<file path="config.mk">
export PLATFORM = sky130hd
export DESIGN_NAME = dac_spi_tx
export DESIGN_NICKNAME = d
export VERILOG_FILES = /design/src/rtl/dac_spi_pkg.sv /design/src/rtl/dac_spi_tx_sck_phase_counter.sv /design/src/rtl/dac_spi_tx.sv
export SDC_FILE = /design/constraint.sdc
export NUM_CORES = 1
export LEC_CHECK = 0
export BUFFER_PORTS_ARGS = -buffer_cell sky130_fd_sc_hd__clkbuf_2
export CAP_MARGIN = 10
export CORE_MARGIN = 3
export CORE_UTILIZATION = 56
export CTS_BUF_LIST = sky130_fd_sc_hd__clkbuf_16
export DETAILED_ROUTE_END_ITERATION = 6
export HOLD_SLACK_MARGIN = 0.06
export PLACE_DENSITY = 0.83
export SETUP_SLACK_MARGIN = 0.05
export SYNTH_ARGS = -nofsm -noshare
export SYNTH_HDL_FRONTEND = slang
export SYNTH_SLANG_ARGS = --single-unit
</file>
<file path="constraint.sdc">
create_clock -name sysclk -period 2 [get_ports sysclk]
set_input_delay 0.2 -clock sysclk [delete_from_list [all_inputs] [get_ports sysclk]]
set_output_delay 0.2 -clock sysclk [all_outputs]
set_load 0.02 [all_outputs]
</file>
<file path="src/rtl/dac_spi_pkg.sv">
// dac_spi_pkg: shared types and constants for the MCP4911-class DAC
// SPI transmitter (frame width, command nibbles, FSM state encoding).
package dac_spi_pkg;

    localparam int FRAME_W = 16;

    // Command nibble {write=0, BUF, GA, SHDN}
    localparam logic [3:0] CFG_GAIN1_ACTIVE = 4'b0011;
    localparam logic [3:0] CFG_SHDN         = 4'b0000;

    typedef enum logic [1:0] {
        IDLE  = 2'd0,
        SHIFT = 2'd1,
        LATCH = 2'd2
    } state_t;

endpackage

</file>
<file path="src/rtl/dac_spi_tx_sck_phase_counter.sv">
// sck_phase_counter: counts CLK_DIV sysclk cycles per phase and emits a
// one-cycle o_phase_end tick on the last cycle of each phase.
// Ports: i_clk, i_rst_n (sync, active-low), i_clear (hold at zero),
//        o_phase_end (last cycle of the current phase).
module sck_phase_counter #(
    parameter int CLK_DIV = 25
) (
    input  logic i_clk,
    input  logic i_rst_n,
    input  logic i_clear,
    output logic o_phase_end
);

    localparam int CW = (CLK_DIV > 1) ? $clog2(CLK_DIV) : 1;
    localparam logic [CW-1:0] LAST = CW'(CLK_DIV - 1);

    logic [CW-1:0] r_cnt;

    always_ff @(posedge i_clk) begin
        if (!i_rst_n || i_clear || r_cnt == LAST) begin
            r_cnt <= '0;
        end else begin
            r_cnt <= r_cnt + CW'(1);
        end
    end

    assign o_phase_end = (r_cnt == LAST) && !i_clear;

endmodule

</file>
<file path="src/rtl/dac_spi_tx.sv">
// dac_spi_tx: serialises a 10-bit DAC code into a 16-bit SPI write frame
// ({CFG, data, 2'b00}, MSB first) and then pulses the active-low DAC latch.
// Ports: sysclk, reset_n (sync, active-low), data_in[9:0], load (strobe);
//        dac_cs, dac_sck, dac_sdi, dac_ld, busy, overrun (all registered).
module dac_spi_tx
    import dac_spi_pkg::*;
#(
    parameter int         CLK_DIV = 25,
    parameter logic [3:0] CFG     = CFG_GAIN1_ACTIVE
) (
    input  logic       sysclk,
    input  logic       reset_n,
    input  logic [9:0] data_in,
    input  logic       load,
    output logic       dac_cs,
    output logic       dac_sck,
    output logic       dac_sdi,
    output logic       dac_ld,
    output logic       busy,
    output logic       overrun
);

    state_t               r_state;
    state_t               w_next;
    logic [FRAME_W-1:0]   r_frame;
    logic [3:0]           r_idx;
    logic                 r_load;
    logic [9:0]           r_data;
    logic                 r_cs;
    logic                 r_sck;
    logic                 r_ld;
    logic                 r_busy;
    logic                 r_ovr;

    logic                 w_phase_end;
    logic                 w_clear;
    logic                 w_accept;
    logic                 w_bit_end;
    logic                 w_cs_d;
    logic                 w_sck_d;
    logic                 w_ld_d;
    logic                 w_busy_d;
    logic                 w_ovr_d;

    sck_phase_counter #(
        .CLK_DIV     (CLK_DIV)
    ) u_phase (
        .i_clk       (sysclk),
        .i_rst_n     (reset_n),
        .i_clear     (w_clear),
        .o_phase_end (w_phase_end)
    );

    // Input strobe and code are registered once; the FSM acts on the
    // registered copy so that CS falls one edge after load is sampled.
    always_ff @(posedge sysclk) begin
        if (!reset_n) begin
            r_load <= 1'b0;
            r_data <= '0;
        end else begin
            r_load <= load;
            r_data <= data_in;
        end
    end

    assign w_clear   = (r_state == IDLE);
    assign w_accept  = (r_state == IDLE) && r_load;
    assign w_bit_end = (r_state == SHIFT) && w_phase_end && r_sck;

    // State register
    always_ff @(posedge sysclk) begin
        if (!reset_n) begin
            r_state <= IDLE;
        end else begin
            r_state <= w_next;
        end
    end

    // Next-state logic
    always_comb begin
        w_next = r_state;
        unique case (r_state)
            IDLE:    if (r_load) w_next = SHIFT;
            SHIFT:   if (w_bit_end && r_idx == 4'd0) w_next = LATCH;
            LATCH:   if (w_phase_end) w_next = IDLE;
            default: w_next = IDLE;
        endcase
    end

    // Output logic: next values of the registered pins
    always_comb begin
        w_cs_d   = (w_next != SHIFT);
        w_ld_d   = (w_next != LATCH);
        w_busy_d = (w_next != IDLE);
        w_sck_d  = 1'b0;
        if (r_state == SHIFT && w_next == SHIFT) begin
            w_sck_d = r_sck ^ w_phase_end;
        end
        w_ovr_d  = r_ovr | (r_load && r_state != IDLE);
    end

    always_ff @(posedge sysclk) begin
        if (!reset_n) begin
            r_cs   <= 1'b1;
            r_sck  <= 1'b0;
            r_ld   <= 1'b1;
            r_busy <= 1'b0;
            r_ovr  <= 1'b0;
        end else begin
            r_cs   <= w_cs_d;
            r_sck  <= w_sck_d;
            r_ld   <= w_ld_d;
            r_busy <= w_busy_d;
            r_ovr  <= w_ovr_d;
        end
    end

    // Shift register: the MSB drives SDI directly; shifting zeros in
    // leaves SDI low once the frame has been sent.
    always_ff @(posedge sysclk) begin
        if (!reset_n) begin
            r_frame <= '0;
            r_idx   <= 4'd0;
        end else if (w_accept) begin
            r_frame <= {CFG, r_data, 2'b00};
            r_idx   <= 4'd15;
        end else if (w_bit_end) begin
            r_frame <= {r_frame[FRAME_W-2:0], 1'b0};
            r_idx   <= r_idx - 4'd1;
        end
    end

    assign dac_cs  = r_cs;
    assign dac_sck = r_sck;
    assign dac_sdi = r_frame[FRAME_W-1];
    assign dac_ld  = r_ld;
    assign busy    = r_busy;
    assign overrun = r_ovr;

endmodule

</file>
---- Yosys cells after proc, flatten, opt, wreduce, memory -nomap -nowiden ----
Index checks and enable logic that the tools add are counted.
Widths: inputs -> output; s select.
word-level totals
  logic and storage cells ................. 49
  output and inout port bits .............. 6
  input bits .............................. 13
  register bits after elaboration ......... 41
cells by class
  equal/unequal tests ..................... 6
  add/sub/neg operators ................... 2
  bitwise operators ....................... 3
  multiplexer cells ....................... 8
  reduce and logical (&&, ||, !) cells .... 18
operators with widths
  operator             number
  $mux 14              2
  $mux 4               2
  $logic_and 1x1->1    7
  $mux 2               3
  $pmux 2 s3           1
  $reduce_bool 2->1    3
  $add 5x1->5 const B  1
  $eq 5x5->1 const B   1
  $eq 2x1->1 const B   2
  $logic_not 4->1      1
  $sub 4x1->4 const B  1
  $eq 2x2->1 const B   1
  $logic_not 1->1      2
  $logic_not 2->1      1
  $logic_or 1x1->1     2
  $ne 2x1->1 const B   1
  $ne 2x2->1 const B   1
  $reduce_and 2->1     1
  $reduce_or 2->1      1
  $not 1->1            1
  $or 1x1->1           1
  $xor 1x1->1          1

---- Logic depth before layout (Yosys ltp) ----
Gate-level depths: netlist of the first run.
  depth in word-level cells ............... 11
  gate-level depth with buffers ........... 7
  depth with buffers taken out ............ 5

---- Cells and area by module ----
From an unflattened synthesis of the first run, not the netlist that was laid out.
second synthesis, totals
  cells, all modules ...................... 165
  area, all modules ....................... 1541.5 µm²
modules (own cells, without submodules)
  module             cells each  area an instance (µm²)  seq. area each (µm²)  instances
  dac_spi_tx         142         1326.3                  720.7                 1
  sck_phase_counter  23          215.2                   100.1                 1

---- Worst setup path after synthesis of the first run ----
OpenSTA, ideal clock, no wires.
  path type ............................... reg-to-reg
  start ................................... register u_phase.r_cnt[0]
  end ..................................... register r_idx[2]
  slack ................................... 0.547 ns
  library setup time ...................... 0.124 ns
  stages on the path, launching flop included .. 8
  data arrival time ....................... 1.329 ns
  required time ........................... 1.876 ns
  buffers on the path ..................... 2
  path through ............................ dfxtp_1 -> inv_1 -> ha_1 -> and4b_1 -> buf_4 -> buf_6 -> a211oi_1 -> nor3b_2
on the way
  cells in the longest elaborated chain, start to end .. 5
RTL lines
  element                         RTL line                            source
  start: declaration              dac_spi_tx_sck_phase_counter.sv:17  logic [CW-1:0] r_cnt;
  start signal: assignment        dac_spi_tx_sck_phase_counter.sv:23  r_cnt <= r_cnt + CW'(1);
  $eq 5x5->1                      dac_spi_tx_sck_phase_counter.sv:27  assign o_phase_end = (r_cnt == LAST) && !i_clear;
  $logic_and 1x1->1               dac_spi_tx_sck_phase_counter.sv:27
  $logic_and 1x1->1 (2 in a row)  dac_spi_tx.sv:68                    assign w_bit_end = (r_state == SHIFT) && w_phase_end && r_sck;
  $reduce_bool 2->1 (no line)     -
  end signal: assignment          dac_spi_tx.sv:129                   r_idx <= r_idx - 4'd1;
  end: declaration                dac_spi_tx.sv:26                    logic [3:0] r_idx;
No other way between the ends.
A chain may end at the register's enable or synchronous reset.

---- Final worst setup path of the first run ----
  start ................................... register u_phase.r_cnt[0]
  end ..................................... register r_idx[1]
The elaborated chain is that of the path after synthesis.

==> out/qor.txt, run 1 <==
status: completed
Placer Congestion: 0.783
Async SR Flop Fraction: 0%
worst skew pair latency: 0.28 ns
ys flop type: dfxtp_1
startpoint types: register
CP Class: register to register
Worst Skew: 0.00358 ns
met3 Usage GRT: 5.96%
largest net degree at the start of global routing: 33
Syn Nets: 189
fraction of layout cells with a size suffix above 1: 17.6%
Cell Chain, Critical Path: inv_1, ha_1, and4b_1, buf_4, a211oi_1, a311oi_2
post-route minimum period: 1.71 ns
Tot Pwr: 0.00176 W
DRT Wirelength: 3120 µm
number of synthesized flops with an enable pin: 0
Remaining Overflow, GRT: 0
full die area: 3700 µm²
data required time of the critical path: 2.19 ns
reg2reg start: u_phase.r_cnt[0]
Cell Count, Final, Fillers Out: 219
Top-Level Pins: 19
global-route wire length before repair: 5220 µm
Routed Antenna Nets: 0
TritonCTS clock tree: done
gr usage total: 19.7%
postcts setup bufs: 0
Die Ht: 60.8 µm
crit path DAT: 1.90 ns
Seq/Total Area, Yosys: 48.8%
HP Class: input pin to register
RSZ-0062 raised after global routing: no
Nets: 204
Setup-failing EPs final: 0
die width: 60.8 µm
PD cells: 930 nW/µm²
Core Area: 2810 µm²
CTS resizes: 0
DR vias: 1287
grt met1 use: 22.2%
HPWL Detailed: 2120 µm
IO buf count: 18
Post-Synth Simple-Gate Area: 19.8%
Max Root-Sink Buffers: 2
first-pass iteration count of the detailed router: 4
Critical path buffers and inverters: 2
wire per inst: 14.2 µm
Starting Density: 59.9%
Rows: 19
grt met2 use: 31.8%
GR peak layer: met2
hold_sp: load
Remaining DRCs: 0
Post-Syn Area: 1680 µm²
Synth cell types: 35
CP Capture Type: register
final max-slew violation count: 0
adder-cell share of the synthesized area: 2.98%
static leakage: 0.716 nW
CP startpoint: u_phase.r_cnt[0]
via/cell ratio: 5.88
H-tree depth: 2
post-synthesis mux area share: 0%
XOR/XNOR Fraction of Synth Area: 2.08%
Levels on crit path: 6
placed inst area: 1750 µm²
vias in the first global route: 1252
R2R depth: 6
Area Growth Syn to Fin: 12.4%
MaxCap Viol Count: 0
root buf cell: clkbuf_16
Fin. Hold Viols: 0
Placed Instances: 211
Critical Path Slowest Stage Cell: and4b_1
main combinational cell family by area after synthesis: simple AND/OR/NAND/NOR gates
Synth Register Bits: 41
CP peak stage delay: 0.47 ns
Tcrit/Tclk final: 85.3%
CP max FO: 10
CTS sink cnt: 41
Peak VDD IR: 0.689 mV
Least-Margin Pin Slew: 0.517 ns
CTS hold repair buffers: 0
delay-heaviest family, CP: simple AND/OR/NAND/NOR gates
post-synthesis compound-gate area fraction: 19.0%
initial antenna violation count: 0
Diodes inserted: 0
First DRT Iteration DRCs: 53
Mapped Cells: 172
f_max: 0.586 GHz
Final TNS setup: 0 ns
design area: 1890 µm²
Worst Hold Depth: 2
Num CTS Buffers: 5
Clock transition at path regs: 0.06 ns
Avg Inst Size Synth: 9.78 µm²
synth warn: 0
Slew HR: 65.4%
## cell families (layout without fill, tap and decap cells)
family,Yosys count,count (layout)
AOI/OAI and AO/OA,47,47
xor gates and xnor gates,4,4
adders and majority gates,4,4
buffers and inverters,21,37
DFF,41,41
and+or+nand+nor,55,55
## metal layers
| metal | vias up | wire length, µm |
|---|---|---|
| met5 | - | 0 |
| met1 | 602 | 1320 |
| li1 | 643 | - |
| met2 | 34 | 1560 |
| met4 | 0 | 68 |
| met3 | 8 | 175 |
## cell usage after synthesis (4+ instances only)
cell / count / share of area [%]
a211oi_1: 20 / 8.9
a21oi_1: 4 / 1.2
and2_1: 11 / 4.1
buf_4: 5 / 2.2
dfxtp_1: 41 / 49
ha_1: 4 / 3.0
inv_1: 8 / 1.8
nand2_1: 5 / 1.1
nand3_1: 4 / 1.2
nor2_1: 11 / 2.5
nor3_1: 5 / 1.5
o21ai_0: 8 / 2.4
o21ai_1: 6 / 1.8
## final timing paths
path / slack (ns) / endpoint
max: 0.29 / r_idx[1]
min reg2reg: 0.44 / r_frame[2]
min: 0.12 / r_load
max reg2reg: 0.29 / r_idx[1]
## cell type report
| class | instances | area (µm²) |
|---|---|---|
| timing repair buffer | 21 | 125 |
| clock inverter | 3 | 12.5 |
| sequential | 41 | 821 |
| inverter | 8 | 30.0 |
| tap | 31 | 38.8 |
| fill | 231 | 915 |
| multi-input combinational | 110 | 738 |
| clock buffer | 5 | 125 |
## power by group
part / internal, W / leakage, nW / switching, W / total [W]
clock network: 0.000450 / 0.0687 / 0.000296 / 0.000746
logic: 0.0000609 / 0.310 / 0.0000706 / 0.000132
registers: 0.000859 / 0.337 / 0.0000226 / 0.000881
total: 0.00137 / 0.716 / 0.000389 / 0.00176
## sequential cells by signal, summed over array words and instances, names as in the netlist
signal and cells:
u_phase.r_cnt 5, r_frame 14, r_data 10, r_state 2, dac_ld 1, busy 1
overrun 1, dac_cs 1, r_load 1, dac_sck 1, r_idx 4
## cells in the final DEF, fill, tap and decap left out, drive strengths merged
| master | count |
|---|---|
| a21oi | 4 |
| xnor2 | 2 |
| buf | 3 |
| and4b | 2 |
| xor2 | 2 |
| inv | 8 |
| and3 | 1 |
| ha | 4 |
| nor4 | 3 |
| and2 | 11 |
| nand4 | 2 |
| nor2b | 2 |
| nand3b | 1 |
| nand4b | 1 |
| and3b | 1 |
| clkbuf | 23 |
| o211ai | 3 |
| dfxtp | 41 |
| nor3 | 5 |
| nand3 | 4 |
| o31a | 2 |
| o21ai | 14 |
| a311oi | 1 |
| nor2 | 12 |
| o32a | 1 |
| nor3b | 3 |
| clkinv | 3 |
| o21a | 2 |
| a211oi | 20 |
| or3b | 2 |
| nand2 | 5 |
## metrics by stage
stage | hold WS [ns] | utilization (%) | setup WS, ns
floorplan | 0.327 | - | 0.547
global placement | 0.407 | 62.5 | 0.394
detailed placement | 0.410 | 62.5 | 0.327
CTS | 0.119 | 67.4 | 0.308
global route | 0.132 | 67.4 | 0.187
finish | 0.120 | 67.4 | 0.294
(Power assumes the default switching activity.)
==> inputs of run 2 (changes only) <==
--- a/config.mk
+++ b/config.mk
@@ -9,2 +9,3 @@
 export CAP_MARGIN = 10
+export CORE_ASPECT_RATIO = 0.9
 export CORE_MARGIN = 3
--- a/constraint.sdc
+++ b/constraint.sdc
@@ -3,2 +3,2 @@
 set_output_delay 0.2 -clock sysclk [all_outputs]
-set_load 0.02 [all_outputs]
+set_load 0.01 [all_outputs]
==> run 2 against run 1 <==
- total power rose by 0.99%
- die area hardly changed
- highest routed layer unchanged
- global-route usage is 0.39 points higher
- critical path type unchanged
- clock power increased by 3%
- sequential power about the same
- fmax is 2.9% higher
==> out/qor.txt, run 2 (synthesis results as in run 1) <==
wire per inst: 14.9 µm (was 14.2 µm)
Setup-failing EPs final: 0 (unchanged)
root buf cell: clkbuf_16 (unchanged)
f_max: 0.603 GHz (was 0.586 GHz)
DR vias: 1333 (was 1287)
max reg flops: 14 (unchanged)
placed inst area: 1760 µm² (was 1750 µm²)
Slew HR: 65.4% (about the same)
Final TNS setup: 0 ns (unchanged)
commonest non-fill, non-tap cells in the layout: dfxtp_1 (41), a211oi_1 (20), clkbuf_2 (18) (unchanged)
CTS hold repair buffers: 0 (unchanged)
vias in the first global route: 1294 (was 1252)
DRT Wirelength: 3420 µm (was 3120 µm)
Rows: 18 (was 19)
final max-slew violation count: 0 (unchanged)
utilization after layout: 67.6% (was 67.4%)
Top-Level Pins: 19 (unchanged)
Diodes inserted: 0 (unchanged)
Remaining Overflow, GRT: 0 (unchanged)
Reg with most FFs: r_frame (unchanged)
fraction of layout cells with a size suffix above 1: 19.0% (was 17.6%)
crit path DAT: 1.80 ns (was 1.90 ns)
Max Root-Sink Buffers: 2 (unchanged)
status: completed (unchanged)
pre-CTS setup slack: 0.359 ns (was 0.327 ns)
Fin. Hold Viols: 0 (unchanged)
CP max FO: 8 (was 10)
Placer Congestion: 0.756 (was 0.783)
worst skew pair latency: 0.28 ns (about the same)
reg-to-reg critical path endpoint: r_frame[13] (was r_idx[1])
H-tree depth: 2 (unchanged)
HP Class: input pin to register (unchanged)
CP Class: register to register (unchanged)
startpoint types: register (unchanged)
biggest regs: r_frame (14), r_data (10), u_phase.r_cnt (5) (unchanged)
hold_sp: load (unchanged)
R2R depth: 6 (unchanged)
HPWL Detailed: 2180 µm (was 2120 µm)
Tcrit/Tclk final: 82.9% (was 85.3%)
CP Capture Type: register (unchanged)
Least-Margin Pin Slew: 0.519 ns (was 0.517 ns)
RSZ-0062 raised after global routing: no (unchanged)
fill count: 235 (was 231)
IO buf count: 18 (unchanged)
Final WS setup: 0.342 ns (was 0.294 ns)
Clock transition at path regs: 0.06 ns (about the same)
Seq. cell area: 821 µm² (unchanged)
Routed Antenna Nets: 0 (unchanged)
die width: 63.8 µm (was 60.8 µm)
Core Area: 2820 µm² (was 2810 µm²)
area taken by multi-input logic gates: 738 µm² (unchanged)
Num CTS Buffers: 5 (unchanged)
CTS sink cnt: 41 (unchanged)
via/cell ratio: 5.82 (was 5.88)
postcts setup bufs: 0 (unchanged)
most common cell after layout, fill and taps aside: dfxtp_1 (unchanged)
design area: 1900 µm² (was 1890 µm²)
Peak VDD IR: 0.615 mV (was 0.689 mV)
MaxCap Viol Count: 0 (unchanged)
CP startpoint: u_phase.r_cnt[0] (unchanged)
First DRT Iteration DRCs: 80 (was 53)
first-pass iteration count of the detailed router: 4 (unchanged)
Worst R2R Setup Slack: 0.34 ns (was 0.29 ns)
gr usage total: 20.1% (was 19.7%)
Die Ht: 58.0 µm (was 60.8 µm)
post-route minimum period: 1.66 ns (was 1.71 ns)
Tot Pwr: 0.00178 W (was 0.00176 W)
global-route wire length before repair: 5760 µm (was 5220 µm)
TritonCTS clock tree: done (unchanged)
Area Growth Syn to Fin: 13.1% (was 12.4%)
PD cells: 934 nW/µm² (was 930 nW/µm²)
Starting Density: 59.7% (was 59.9%)
Worst Skew: 0.00406 ns (was 0.00358 ns)
Remaining DRCs: 0 (unchanged)
reg2reg start: u_phase.r_cnt[0] (unchanged)
CTS resizes: 0 (unchanged)
Nets: 205 (was 204)
static leakage: 0.718 nW (was 0.716 nW)
largest net degree at the start of global routing: 33 (unchanged)
full die area: 3700 µm² (about the same)
Hold Path Sink: r_load (unchanged)
Worst Hold Depth: 2 (unchanged)
data required time of the critical path: 2.14 ns (was 2.19 ns)
initial antenna violation count: 0 (unchanged)
-- run 2: metal layers --
layer | vias to the layer above | wire, µm | global-route usage (%)
li1 | 642 | - | -
met1 | 646 | 1480 | 24.6
met2 | 36 | 1730 | 33.5
met3 | 9 | 152 | 6.40
met4 | 0 | 59 | 7.08
met5 | - | 0 | 0
-- run 2: layout make-up --
type | count | area share [%]
well taps | 40 | 2.63
flip-flops and latches | 41 | 43.2
multi-input cells | 110 | 38.8
clock buffers | 5 | 6.58
clock inverters | 3 | 0.921
repair buffers | 22 | 6.32
inverters | 8 | 1.58
-- run 2: through the flow --
stage               std cells  hold slack [ns]
finish                    229            0.119
global route              229            0.123
CTS                       229            0.117
detailed placement        221            0.408
global placement          221            0.405
floorplan                 172            0.327
-- run 2: critical path, stage by stage (launching register included) --
cell	delay [ns]
dfxtp_1	0.37
inv_1	0.07
ha_1	0.21
and4b_1	0.31
buf_4	0.22
a211oi_1	0.25
a211oi_1	0.09
-- run 2: power breakdown --
group	switching (W)	leakage, nW	internal [W]
Clock	0.000309	0.0696	0.000457
Combinational	0.0000703	0.311	0.0000582
Sequential	0.0000235	0.337	0.000859
Total	0.000403	0.718	0.00137
-- run 2: how the worst max path moves through the flow --
stage	end	slack, ns	depth (start not counted)
after global routing	r_frame[8]	0.26	3
after CTS	r_frame[13]	0.35	6
final	r_frame[13]	0.34	6
after detailed placement	r_frame[13]	0.36	6
after global placement	r_idx[1]	0.46	6
after floorplan	r_idx[2]	0.55	7
